==> config.mk <==
export PLATFORM = sky130hd
export DESIGN_NAME = stream_pop_ctrl
export DESIGN_NICKNAME = d
export VERILOG_FILES = /design/src/rtl/stream_pop_ctrl.sv
export SDC_FILE = /design/constraint.sdc
export NUM_CORES = 1
export LEC_CHECK = 0
export ABC_AREA = 1
export CAP_MARGIN = 25
export CELL_PAD_IN_SITES_DETAIL_PLACEMENT = 1
export CELL_PAD_IN_SITES_GLOBAL_PLACEMENT = 1
export CORE_AREA = 2 2 113 115
export DETAILED_ROUTE_END_ITERATION = 8
export DIE_AREA = 0 0 115 117
export PLACE_DENSITY = 0.8
export SYNTH_ARGS = -nofsm -noshare
export SYNTH_HDL_FRONTEND = slang
export SYNTH_SLANG_ARGS = --single-unit
==> constraint.sdc <==
create_clock -name clk -period 2.45 [get_ports clk]
set_input_delay 0.3675 -clock clk [delete_from_list [all_inputs] [get_ports clk]]
set_output_delay 0.3675 -clock clk [all_outputs]
set_load 0.01 [all_outputs]
==> src/rtl/stream_pop_ctrl.sv <==
// stream_pop_ctrl: queues "pop N chunks of class S" commands and sequences the stream buffer's per-class oready.
module stream_pop_ctrl #(
  parameter int CQ_DEPTH = 2,
  parameter int CNT_W    = 16,
  parameter int BC_W     = 32
) (
  input  logic             clk,
  input  logic             rst,
  input  logic             cvalid,
  output logic             cready,
  input  logic [1:0]       csize,
  input  logic [CNT_W-1:0] ccount,
  input  logic [3:0]       sb_ovalid,
  output logic [3:0]       sb_oready,
  output logic             rvalid,
  input  logic             rready,
  output logic             rlast,
  output logic [1:0]       rsize,
  output logic             done,
  input  logic             abort,
  output logic             busy,
  output logic [BC_W-1:0]  byte_cnt
);
  localparam int PW = $clog2(CQ_DEPTH);
  typedef enum logic {IDLE, RUN} state_t;
  state_t state_q, state_d;
  logic [1:0] q_size_q [CQ_DEPTH];
  logic [CNT_W-1:0] q_cnt_q [CQ_DEPTH];
  logic [PW:0] wr_q, wr_d, rd_q, rd_d;
  logic [1:0] cur_size_q, cur_size_d;
  logic [CNT_W-1:0] rem_q, rem_d;
  logic done_q, done_d;
  logic [BC_W-1:0] byte_cnt_q, byte_cnt_d, chunk_bytes;
  logic empty, full, push, run, xfer, last;
  logic [1:0] head_size;
  logic [CNT_W-1:0] head_cnt;
  // Pointers carry one wrap bit so full and empty are distinguishable.
  assign empty = wr_q == rd_q;
  assign full = (wr_q[PW] != rd_q[PW]) && (wr_q[PW-1:0] == rd_q[PW-1:0]);
  assign cready = !full && !abort;
  assign push = cvalid && cready;
  assign head_size = q_size_q[rd_q[PW-1:0]];
  assign head_cnt = q_cnt_q[rd_q[PW-1:0]];
  assign run = state_q == RUN;
  assign xfer = run && !abort && sb_ovalid[cur_size_q] && rready;
  assign last = xfer && rem_q == CNT_W'(1);
  assign chunk_bytes = cur_size_q == 2'd3 ? BC_W'(64) : BC_W'(4) << cur_size_q;
  assign sb_oready = (run && rready && !abort) ? 4'b0001 << cur_size_q : 4'b0000;
  assign rvalid = run && !abort && sb_ovalid[cur_size_q];
  assign rlast = run && rem_q == CNT_W'(1);
  assign rsize = run ? cur_size_q : 2'd0;
  assign done = done_q;
  assign busy = run || !empty;
  assign byte_cnt = byte_cnt_q;
  // A zero-count head is left queued at a last transfer so IDLE retires it with its own done pulse.
  always_comb begin
    state_d = state_q;
    cur_size_d = cur_size_q;
    rem_d = rem_q;
    done_d = 1'b0;
    rd_d = rd_q;
    wr_d = wr_q + (PW+1)'(push);
    byte_cnt_d = xfer ? byte_cnt_q + chunk_bytes : byte_cnt_q;
    if (abort) begin
      state_d = IDLE;
      rd_d = wr_q;
    end else if ((!run || (last && head_cnt != '0)) && !empty) begin
      rd_d = rd_q + (PW+1)'(1);
      cur_size_d = head_size;
      rem_d = head_cnt;
      state_d = head_cnt != '0 ? RUN : IDLE;
      done_d = last || head_cnt == '0;
    end else if (xfer) begin
      rem_d = rem_q - CNT_W'(1);
      done_d = last;
      state_d = last ? IDLE : RUN;
    end
  end
  always_ff @(posedge clk) begin
    if (rst) begin
      state_q <= IDLE;
      wr_q <= '0;
      rd_q <= '0;
      cur_size_q <= '0;
      rem_q <= '0;
      done_q <= 1'b0;
      byte_cnt_q <= '0;
    end else begin
      state_q <= state_d;
      wr_q <= wr_d;
      rd_q <= rd_d;
      cur_size_q <= cur_size_d;
      rem_q <= rem_d;
      done_q <= done_d;
      byte_cnt_q <= byte_cnt_d;
    end
  end
  always_ff @(posedge clk) begin
    if (push) begin
      q_size_q[wr_q[PW-1:0]] <= csize;
      q_cnt_q[wr_q[PW-1:0]] <= ccount;
    end
  end
endmodule

==> impl_metrics.py, run 1 <==
metrics = {
    "logic_synthesis": {
        "synthTopCellsByArea": "dfxtp_1 23%, edfxtp_1 22%, nand2_1 13%",
        "synthFlopType": "dfxtp_1",
        "netlist_area_um2": 4836,
        "ys_seq_elements": 91,
        "netlist.area_leader.share_pct": 22.77,
        "synth_edf_count": 36,
        "yosysWarnings": 0,
        "yosysSeqAreaShare_pct": 45.12,
        "yosys.area.top_type": "dfxtp_1",
        "synth.distinct_cells": 40,
        "avgSynthCellArea_um2": 7.568,
        "synth.most_common_cell": "nand2_1",
        "synthArstFlopShare_pct": 0,
        "synth_commonest_cells": "171 x nand2_1, 90 x nor2_1, 71 x inv_1",
        "syn_inst": 639,
    },
    "critical_path": {
        "crit_path_start_kind": "register",
        "worst_path_largest_cell_delay_ps": 550,
        "worstSetupPathType": "register to output port",
        "required_ps": 2080,
        "critPathTopFamily": "buffers and inverters",
        "crit_arrival_ps": 1960,
        "worstPathMaxFanout": 3,
        "endpoint_kind": "output port",
        "critical-path-slowest-cell": "clkdlybuf4s50_1",
        "crit_top_cell": "nor2_2",
        "path_cells": "inv_1 -> ha_1 -> nand4_1 -> nor2_2 -> nand2_2 -> nor2_2 -> clkdlybuf4s50_1",
        "cp_num_buf_inv": 2,
    },
    "detailed_routing": {
        "avgViaCountPerCell": 5.000,
        "dr.pass1.iters": 4,
        "drt_iter0_drc": 164,
        "dr_total_vias": 4335,
        "drc_errors": 0,
        "wl_per_cell_um": 14.55,
        "antenna_left": 0,
        "wl_um": 12620,
    },
    "cts": {
        "cts_buffer_depth": 2,
        "cts_buffers": 9,
        "holdBufCountCts": 0,
        "clkTransAtPathRegs_ps": 70,
        "clock_sinks": 91,
        "cts_tree": "yes",
        "cts-root-buf": "clkbuf_16",
        "clk_latency_ps": 350,
        "cts_max_level": 3,
    },
    "finish": {
        "area_growth_pct": 25.23,
        "fin_util_pct": 49.19,
        "fin_area_um2": 6056,
        "diodes": 0,
        "drive_gt1_share_pct": 9.344,
        "nNetsFinal": 748,
    },
    "grt": {
        "overflow": 0,
        "busiest_layer": "met2",
        "grt_use_met1_pct": 23.45,
        "grt_pass1_wl_um": 20940,
        "grt_pass1_vias": 4509,
        "grt_max_degree": 25,
        "grtUsageMet3_pct": 3.913,
        "antenna_found_initial": 0,
        "track_usage_pct": 19.68,
        "met2_usage_pct": 35.14,
    },
    "power": {
        "power-per-cell-area_nw_per_um2": 696.3,
        "peakVddDrop_v": 0.0005158,
        "power_uw": 4216,
        "p_leak_uw": 0.002490,
    },
    "floorplan": {
        "start_util_pct": 39.28,
        "core_um2": 12310,
        "fp.dieH_um": 117,
        "die_x_um": 115,
        "rows": 41,
        "ios": 70,
        "dieArea_um2": 13460,
    },
    "place": {
        "port_buffers": 67,
        "place_congestion": 0.8376,
        "dp_hpwl_um": 9595,
        "placed_cell_area_um2": 5689,
    },
    "timing": {
        "rsz0062_at_grt": "no",
        "setup_violations": 0,
        "maxSlewHeadroom_pct": 61.07,
        "worstMarginPinSlew_ps": 583.3,
        "maxSlewViolCount": 0,
        "fin_crit_ps": 2332,
        "setup_tns_ps": 0,
        "min_period_over_period_pct": 95.20,
        "fin_skew_ps": 11.01,
        "hold_viol_final": 0,
        "max_freq_ghz": 0.4287,
    },
    "worst_hold_path": {
        "worstHoldPathType": "register to register",
    },
    "run_status": {
        "status": "completed",
    },
    "run": {
        "maxCapViolations": 0,
    },
}
## cells in the final DEF (no fill, tap or decap), types with 3 or more instances in the layout
master	Yosys	layout
clkdlybuf4s50_1	0	67
dfxtp_1	55	55
inv_1	71	71
nor3_1	13	13
nand3_1	49	48
buf_4	6	15
ha_1	8	8
xor2_1	19	19
a21oi_2	3	4
nand2_4	3	3
nor2_2	2	7
nand2_1	171	170
edfxtp_1	36	36
nor2_1	90	84
nand3_2	3	4
inv_8	0	3
nand4_1	8	8
clkbuf_16	0	9
xnor2_1	7	7
a21oi_1	33	32
o21ai_0	20	18
nand2_2	3	4
## final timing paths
path,startpoint,end,slack (ps),cells past startpoint
max,rem_q[1],rlast,120,7
min,byte_cnt[10],byte_cnt[10],500,2
max reg2reg,cur_size_q[1],byte_cnt[19],220,13
min reg2reg,byte_cnt[10],byte_cnt[10],500,2
## metrics by stage
| step | cells | worst slack (ps) | hold WS [ps] |
|---|---|---|---|
| 2_1_floorplan | 640 | 192.0 | 466.4 |
| 4_1_cts | 866 | 8.006 | 508.7 |
| 3_5_place_dp | 850 | -76.73 | 494.3 |
| 5_1_grt | 867 | 13.67 | 541.6 |
| 3_3_place_gp | 850 | 66.15 | 478.1 |
| 6_report | 867 | 117.6 | 503.5 |
## registers in the layout (all words and copies together), names as in the netlist, named ones only
name and count:
run 1, rd_q 2, wr_q 2, q_size_q 4
byte_cnt 30, done 1, cur_size_q 2, rem_q 16
q_cnt_q 32
## final cells by class
class,instances,area (um2)
timing repair buffer,84,823.3
clock inverter,7,90.09
tap,150,187.7
clock buffer,9,225.2
multi-input combinational,451,2261
sequential,91,2182
fill,1522,6256
inverter,75,286.5
## metal layers
metal  wire (um)  share of wire (%)  up-vias
li1            -                  -     2178
met1        5538                 44     2071
met2        6501                 52       70
met3         378                3.0       16
met4         196                1.6        0
met5           0                  0        -
## kinds of logic (layout without fill, tap and decap cells)
family,Yosys count,count (layout),synth area share [%]
adders and majority gates,9,9,2.484
buffers and inverters,98,175,9.107
xor gates and xnor gates,27,27,5.045
AOI/OAI and AO/OA,62,62,6.986
and+or+nand+nor,349,349,30.71
muxes,2,2,0.4657
DFF,91,91,45.12
other,1,2,0.07755
## worst register-to-register path: stages, from the launching register on
cell and delay (ps):
dfxtp_1 340, buf_4 160, inv_1 90, nor2_1 60, ha_1 340, nand3_1 100, nand2_1 130, a21oi_2 100
nor2_2 220, nand4_1 200, nor2_1 200, nand2_1 70, nand2_1 60, nor2_1 50
## where the power goes
part	total (uW)	switching, uW	internal (uW)
sequential	1730	68.6	1660
clock	1490	669	820
combinational	995	624	370
total	4220	1360	2850
## what timing repair did
item | 4_1_cts | 5_1_grt
buffers inserted | 0 | 1
endpoints found under the hold margin | 0 | 0
pin swaps | 0 | 1
resized for setup | 2 | 13
endpoints found under the setup margin | 4 | 13
Note: power is estimated with default switching activity, not from simulation.
==> run 2, diff against run 1 <==
--- a/config.mk
+++ b/config.mk
@@ -13,6 +13,7 @@
 export DETAILED_ROUTE_END_ITERATION = 8
 export DIE_AREA = 0 0 115 117
 export PLACE_DENSITY = 0.8
+export SLEW_MARGIN = 15
 export SYNTH_ARGS = -nofsm -noshare
 export SYNTH_HDL_FRONTEND = slang
 export SYNTH_SLANG_ARGS = --single-unit
==> results of run 2 <==
The final DEF is identical to that of run 1; final timing and power are the same.
==> run 3, diff against run 2 <==
--- a/config.mk
+++ b/config.mk
@@ -9,10 +9,11 @@
 export CAP_MARGIN = 25
 export CELL_PAD_IN_SITES_DETAIL_PLACEMENT = 1
 export CELL_PAD_IN_SITES_GLOBAL_PLACEMENT = 1
-export CORE_AREA = 2 2 113 115
+export CORE_AREA = 2 2 149 78
 export DETAILED_ROUTE_END_ITERATION = 8
-export DIE_AREA = 0 0 115 117
-export PLACE_DENSITY = 0.8
+export DIE_AREA = 0 0 151 80
+export DONT_BUFFER_PORTS = 1
+export PLACE_DENSITY = 0.78
 export SLEW_MARGIN = 15
 export SYNTH_ARGS = -nofsm -noshare
 export SYNTH_HDL_FRONTEND = slang
==> impl_metrics.py, run 3 (synthesis gave the netlist of run 1 again) <==
metrics = {
    "run": {
        "maxCapViolations": 0,
    },
    "timing": {
        "fin_crit_ps": 2388,
        "fin_skew_ps": 8.890,
        "max_freq_ghz": 0.4188,
        "hold_viol_final": 0,
        "maxSlewViolCount": 0,
        "min_period_over_period_pct": 97.46,
        "setup_violations": 0,
        "setup_tns_ps": 0,
        "maxSlewHeadroom_pct": 48.79,
        "worstMarginPinSlew_ps": 761.2,
        "hold_ws_ps": 80.06,
        "rsz0062_at_grt": "yes",
    },
    "finish": {
        "fin_area_um2": 5456,
        "drive_gt1_share_pct": 12.41,
        "layout_common_cells": "169 x nand2_1, 86 x nor2_1, 71 x inv_1, 52 x dfxtp_1, 48 x nand3_1",
        "final_common_cell": "nand2_1",
        "nNetsFinal": 692,
        "final_cell_count_no_fill": 806,
        "area_growth_pct": 12.83,
        "diodes": 0,
        "largest_reg_flops": 32,
    },
    "grt": {
        "antenna_found_initial": 0,
        "grt_pass1_vias": 4223,
        "grt_pass1_wl_um": 23110,
        "grt_use_met1_pct": 40.23,
        "track_usage_pct": 25.53,
        "overflow": 0,
        "busiest_layer": "met1",
        "grt_max_degree": 38,
        "grtUsageMet3_pct": 7.200,
        "met2_usage_pct": 34.36,
    },
    "cts": {
        "cts_buffer_depth": 2,
        "clk_latency_ps": 350,
        "cts-root-buf": "clkbuf_16",
        "clock_sinks": 91,
        "cts_max_level": 3,
        "cts_buffers": 9,
        "clkTransAtPathRegs_ps": 80,
        "cts_tree": "yes",
    },
    "detailed_routing": {
        "dr_total_vias": 4278,
        "drt_iter0_drc": 272,
        "avgViaCountPerCell": 5.308,
        "wl_um": 14780,
        "wl_per_cell_um": 18.33,
        "antenna_left": 0,
        "drc_errors": 0,
        "dr.pass1.iters": 4,
    },
    "power": {
        "power-per-cell-area_nw_per_um2": 757.8,
        "power_uw": 4135,
        "peakVddDrop_v": 0.0004556,
        "p_leak_uw": 0.002304,
    },
    "place": {
        "port_buffers": 0,
        "dp_cells": 788,
        "dp_hpwl_um": 11320,
        "placed_cell_area_um2": 5075,
        "place_congestion": 0.8862,
    },
    "run_status": {
        "status": "completed",
    },
    "floorplan": {
        "start_util_pct": 45.02,
        "fp.dieH_um": 80,
        "core_um2": 10740,
        "die_x_um": 151,
        "rows": 27,
        "ios": 70,
        "dieArea_um2": 12080,
    },
    "critical_path": {
        "crit_arrival_ps": 2640,
        "critical-path-slowest-cell": "fa_2",
        "endpoint_kind": "register",
        "crit_path_start_kind": "register",
        "worstSetupPathType": "register to register",
        "worst_path_largest_cell_delay_ps": 360,
        "critPathTopFamily": "simple AND/OR/NAND/NOR gates",
        "required_ps": 2700,
        "worstPathMaxFanout": 4,
        "cp_num_buf_inv": 4,
        "path_cells": "nor2_4 -> ha_4 -> inv_1 -> fa_2 -> inv_1 -> nand2_1 -> nand2_2 -> nand2_2 -> o21ai_2 -> buf_4 -> nand3_1 -> nor2_2 -> buf_4 -> xor2_2 -> nor2_1",
    },
    "worst_hold_path": {
        "worstHoldPathType": "input pin to register",
    },
}
run 3: cell type report:
class	count	area, um2
well taps	145	181.4
flip-flops and latches	91	2188
clock inverters	7	73.82
clock buffers	9	225.2
inverters	75	286.5
multi-input cells	451	2278
fillers	1340	5286
repair buffers	28	222.7
run 3: path summary, 6_finish.rpt:
kind / from / to / depth (start not counted) / slack (ps)
worst max-delay path: cur_size_q[0] / byte_cnt[22] / 15 / 60
worst min-delay path: rst / byte_cnt[24] / 1 / 80
worst max register to register: cur_size_q[0] / byte_cnt[22] / 15 / 60
worst min register to register: rd_q[1] / rd_q[1] / 2 / 530
run 3: power by group:
part	internal (uW)	switching (uW)	leakage [uW]
registers	1670	80.2	0.000778
clock network	729	696	0.000149
logic	328	635	0.00138
total	2720	1410	0.00230
run 3: metrics by stage:
stage,worst slack (ps),util (%)
2_1_floorplan,192.0,-
3_3_place_gp,155.1,47.24
3_5_place_dp,-140.9,47.24
4_1_cts,2.746,50.24
5_1_grt,-64.00,50.79
6_report,62.32,50.79
run 3: repair_timing:
| item | CTS | global route |
|---|---|---|
| buffers inserted | 1 | 1 |
| resized for setup | 6 | 14 |
| pin swaps | 1 | 4 |
| endpoints found under the setup margin | 6 | 19 |
| hold buffers | 0 | 0 |
run 3: worst reg2reg max path, delay by kind of cell, from the launching register on:
| family | cells | cell delay (ps) |
|---|---|---|
| flops | 1 | 350 |
| fa+ha+maj | 2 | 510 |
| buf+inv | 4 | 420 |
| compound gates | 1 | 140 |
| simple gates | 7 | 690 |
| xor+xnor | 1 | 150 |
run 3: metal layers:
| layer | share of wire [%] | vias to the layer above |
|---|---|---|
| met5 | 0 | - |
| li1 | - | 2066 |
| met3 | 8.1 | 6 |
| met1 | 53 | 2082 |
| met2 | 39 | 124 |
| met4 | 0.38 | 0 |
==> RTL change 1, RTL diff (settings of run 1) <==
Put one more register stage on the output `byte_cnt`. The value now appears one clock later. The other outputs are not delayed to match.
--- a/src/rtl/stream_pop_ctrl.sv
+++ b/src/rtl/stream_pop_ctrl.sv
@@ -51,7 +51,9 @@
   assign rsize = run ? cur_size_q : 2'd0;
   assign done = done_q;
   assign busy = run || !empty;
-  assign byte_cnt = byte_cnt_q;
+  always_ff @(posedge clk) begin
+    byte_cnt <= byte_cnt_q;
+  end
   // A zero-count head is left queued at a last transfer so IDLE retires it with its own done pulse.
   always_comb begin
     state_d = state_q;
Function: changed (a bounded check fails within 4 cycles, from zero or initial values and one cycle with rst high).
==> RTL change 1 against run 1 <==
Total power grew 35%. Area after synthesis increased by 13%. Critical path depth shrank 1. Via count up 11%. Cell count grew 7.5%. Register-to-register slack got worse by 0.12 ns. Sequential cell count rose by 30. Setup slack got worse by 0.035 ns. First-iteration DRC count up 41%. Fmax decreased by 1.5%. Global-route usage up 3.7 points. Wire length grew 21%. Cell area is 15% higher. Worst hold slack got worse by 0.13 ns. Largest cell class is now registers.
==> RTL change 1: results (changes against run 1) <==
- Status: finished, final reports clean (unchanged)
- Distinct cell type count of the synthesized netlist: 42 (was 40)
- HPWL reported at the end of detailed placement: 10400 um (was 9600 um)
- Hold Path End: byte_cnt[16] (was byte_cnt[10])
- Per-cell via count in the routed design: 5.15 (was 5.00)
- Worst hold slack: 0.375 ns (was 0.503 ns)
- Number of placed cells counting well taps: 896 (was 850)
- Routed wl met3: 637 um (was 378 um)
- Worst Min Path Start: byte_cnt_q[16] (was byte_cnt[10])
- Maximum number of pins on one net before global-route repair: 31 (was 25)
- Global-route met1 utilization: 0.293 (was 0.235)
- Total Nets Final: 806 (was 748)
- Vias in the first global route: 5079 (was 4509)
- Cell count after synthesis: 679 (was 639)
- Area share of xor/xnor cells in the synthesized design: 0.0385 (was 0.0505)
- Post-CTS sizing: 3 (was 2)
- Met2 track demand over resource in global routing: 0.396 (was 0.351)
- Top post-synthesis cells by area: dfxtp_1 (31%), edfxtp_1 (20%), nand2_1 (13%), nor2_1 (6.6%), inv_1 (4.4%) (was dfxtp_1 (23%), edfxtp_1 (22%), nand2_1 (13%), nor2_1 (7.0%), inv_1 (5.5%))
- Fraction of the mapped netlist area in adder cells: 0.0220 (was 0.0248)
- Critical path fanouts, max: 6 (was 3)
- Minimum setup slack among reg-to-reg paths: 0.10 ns (was 0.22 ns)
- Max rail drop VDD: 0.505 mV (was 0.516 mV)
- Final worst clock skew: 0.00819 ns (was 0.0110 ns)
- Final weighted congestion in routability-driven placement: 0.863 (was 0.838)
- Clock transition at the registers of the reported paths: 0.05 ns (was 0.07 ns)
- Clock latency on the worst-skew pair: 0.42 ns (was 0.35 ns)
- Placed inst area: 0.00632 sq mm (was 0.00569 sq mm)
- Detailed Route WL: 15300 um (was 12600 um)
- Count of H-tree levels built during CTS: 4 (was 3)
- Synthesized-area fraction occupied by ao, oa, aoi and oai cells: 0.0576 (was 0.0699)
- Sequential fraction of the synthesis area: 0.510 (was 0.451)
- Wire length on met2: 7370 um (was 6500 um)
- Initial DRC Count: 232 (was 164)
- Relative max-transition margin: 0.583 (was 0.611)
- Mux cell area share after synthesis: 0.00413 (was 0.00466)
- Total clock buffers created by CTS: 17 (was 9)
- Fraction of final layout cells with drive strength greater than 1: 0.113 (was 0.0934)
[RTL change 1: how the worst max path moves through the flow]
stage / to / slack, ns / cells after the start
2_1_floorplan: byte_cnt_q[24] / 0.01 / 13
3_3_place_gp: byte_cnt_q[24] / 0.16 / 12
3_5_place_dp: byte_cnt_q[24] / -0.03 / 12
4_1_cts: byte_cnt_q[24] / 0.0006 / 12
5_1_grt: byte_cnt_q[24] / -0.08 / 13
6_report: rvalid / 0.08 / 6
[RTL change 1: final cells by class]
type / count / area, sq um
clock buffers: 24 / 493
clock inverters: 7 / 65.1
fillers: 1503 / 5330
inverters: 68 / 258
multi-input cells: 470 / 2340
flip-flops and latches: 121 / 2780
well taps: 150 / 188
repair buffers: 92 / 861
[RTL change 1: report_power, final]
group	internal [W]	switching [W]	leakage, nW
clock network	0.00150	0.000875	0.276
registers	0.00216	0.0000703	1.02
logic	0.000395	0.000687	1.66
==> RTL change 2, RTL diff (flow settings as in run 1) <==
Without the edit above. `CNT_W`: 16 -> 14.
--- a/src/rtl/stream_pop_ctrl.sv
+++ b/src/rtl/stream_pop_ctrl.sv
@@ -1,7 +1,7 @@
 // stream_pop_ctrl: queues "pop N chunks of class S" commands and sequences the stream buffer's per-class oready.
 module stream_pop_ctrl #(
   parameter int CQ_DEPTH = 2,
-  parameter int CNT_W    = 16,
+  parameter int CNT_W    = 14,
   parameter int BC_W     = 32
 ) (
   input  logic             clk,
Interface: changed (resized ccount); port bits go from 70 to 68. No check against the original RTL was run, so the function may have changed too.
==> RTL change 2 against run 1 <==
Setup slack got worse by 0.0092 ns. Cell area fell by 3.5%. Total power down 7.1%. Wire length up 1.5%. Sequential cell count fell by 6. Count of clock-buffer cells in the layout up 1. Via count down 0.46%. Area after synthesis fell by 2.3%. First-iteration DRC count increased by 51%.
==> RTL change 2: results (changes against run 1) <==
- Fraction of the mapped netlist area in adder cells: 0.0254 (was 0.0248)
- Mux cell area share after synthesis: 0.00477 (was 0.00466)
- Worst setup path end: rvalid (was rlast)
- Filler-free cell count of the finished design: 861 (was 867)
- Overall track demand over capacity in global routing: 0.200 (was 0.197)
- Vias in the first global route: 4621 (was 4509)
- Count of port buffers added during placement: 65 (was 67)
- Final weighted congestion in routability-driven placement: 0.895 (was 0.838)
- Sequential fraction of the synthesis area: 0.428 (was 0.451)
- R2R Path End: byte_cnt[12] (was byte_cnt[19])
- Antenna violations before repair: 0 (unchanged)
- Post-Syn Area per Cell: 7.39 sq um (was 7.57 sq um)
- Cell leakage power: 2.46 nW (was 2.49 nW)
- Wire length of the first global-routing pass: 21400 um (was 20900 um)
- Flip-flop count of the largest register after layout: 30 (was 32)
- Filler Cell Count: 1536 (was 1522)
- Total Nets Final: 740 (was 748)
- Top cells by count, synth: nand2_1 (183), inv_1 (75), nand3_1 (58) (was nand2_1 (171), nor2_1 (90), inv_1 (71))
- Status: finished, final reports clean (unchanged)
- Top post-synthesis cells by area: dfxtp_1 (22%), edfxtp_1 (20%), nand2_1 (15%), nand3_1 (6.1%), inv_1 (6.0%) (was dfxtp_1 (23%), edfxtp_1 (22%), nand2_1 (13%), nor2_1 (7.0%), inv_1 (5.5%))
- Per-cell via count in the routed design: 5.01 (was 5.00)
- Worst Min Path Start: byte_cnt[6] (was byte_cnt[10])
- Critical path fanouts, max: 6 (was 3)
- Fraction of final layout cells with drive strength greater than 1: 0.0928 (was 0.0934)
- Maximum number of pins on one net before global-route repair: 37 (was 25)
- Final worst clock skew: 0.00549 ns (was 0.0110 ns)
- Number of placed cells counting well taps: 845 (was 850)
- Hold Path End: byte_cnt[6] (was byte_cnt[10])
- Area share of xor/xnor cells in the synthesized design: 0.0445 (was 0.0505)
- Post-CTS sizing: 0 (was 2)
- Critical path startpoint: cur_size_q[0] (was rem_q[1])
- Max rail drop VDD: 0.469 mV (was 0.516 mV)
- Initial DRC Count: 248 (was 164)
- HPWL reported at the end of detailed placement: 9690 um (was 9600 um)
- Relative max-transition margin: 0.584 (was 0.611)
-- RTL change 2: cell count changes after synthesis, sizes merged, moves of 5 or more --
cell   before  now
a21oi      36   49
nor2       92   59
nand3      52   62
xor2       19   14
nand2     177  190
inv        75   82
-- RTL change 2: through the flow --
step | hold slack [ns] | area (sq um) | setup slack (ns)
2_1_floorplan | 0.466 | 4730 | 0.324
3_3_place_gp | 0.477 | 5510 | 0.126
3_5_place_dp | 0.502 | 5510 | 0.109
4_1_cts | 0.518 | 5810 | 0.0189
5_1_grt | 0.549 | 5840 | 0.0102
6_report | 0.513 | 5840 | 0.108
-- RTL change 2: metal layers --
metal  global-route usage  wire, um  vias to the layer above
met3               0.0386       424                       16
met5                    0         0                        -
met4               0.0667       218                        0
met2                0.362      6490                       66
li1                     -         -                     2181
met1                0.239      5670                     2052
-- RTL change 2: area by class of cell --
cell class / instances / share of cell area
well taps: 150 / 0.0321
clock inverters: 6 / 0.0124
repair buffers: 76 / 0.126
inverters: 82 / 0.0531
multi-input cells: 452 / 0.391
flip-flops and latches: 85 / 0.346
clock buffers: 10 / 0.0392
-- RTL change 2: worst register-to-register path, cell delays in order (launching register included) --
cell     delay (ns)
dfxtp_2        0.35
nor2_1         0.13
ha_1           0.18
inv_1          0.06
fa_2           0.36
inv_1          0.08
nand2_1        0.10
nand2_1        0.08
nand2_1        0.08
a21oi_2        0.15
nand2_1        0.14
nor3_2         0.17
a21oi_1        0.11
o21a_1         0.13
-- RTL change 2: report_power, final --
| part | internal, W | total, W | switching, W |
|---|---|---|---|
| clock network | 0.000802 | 0.00140 | 0.000599 |
| logic | 0.000336 | 0.000906 | 0.000570 |
| registers | 0.00155 | 0.00161 | 0.0000605 |
| total | 0.00269 | 0.00392 | 0.00123 |
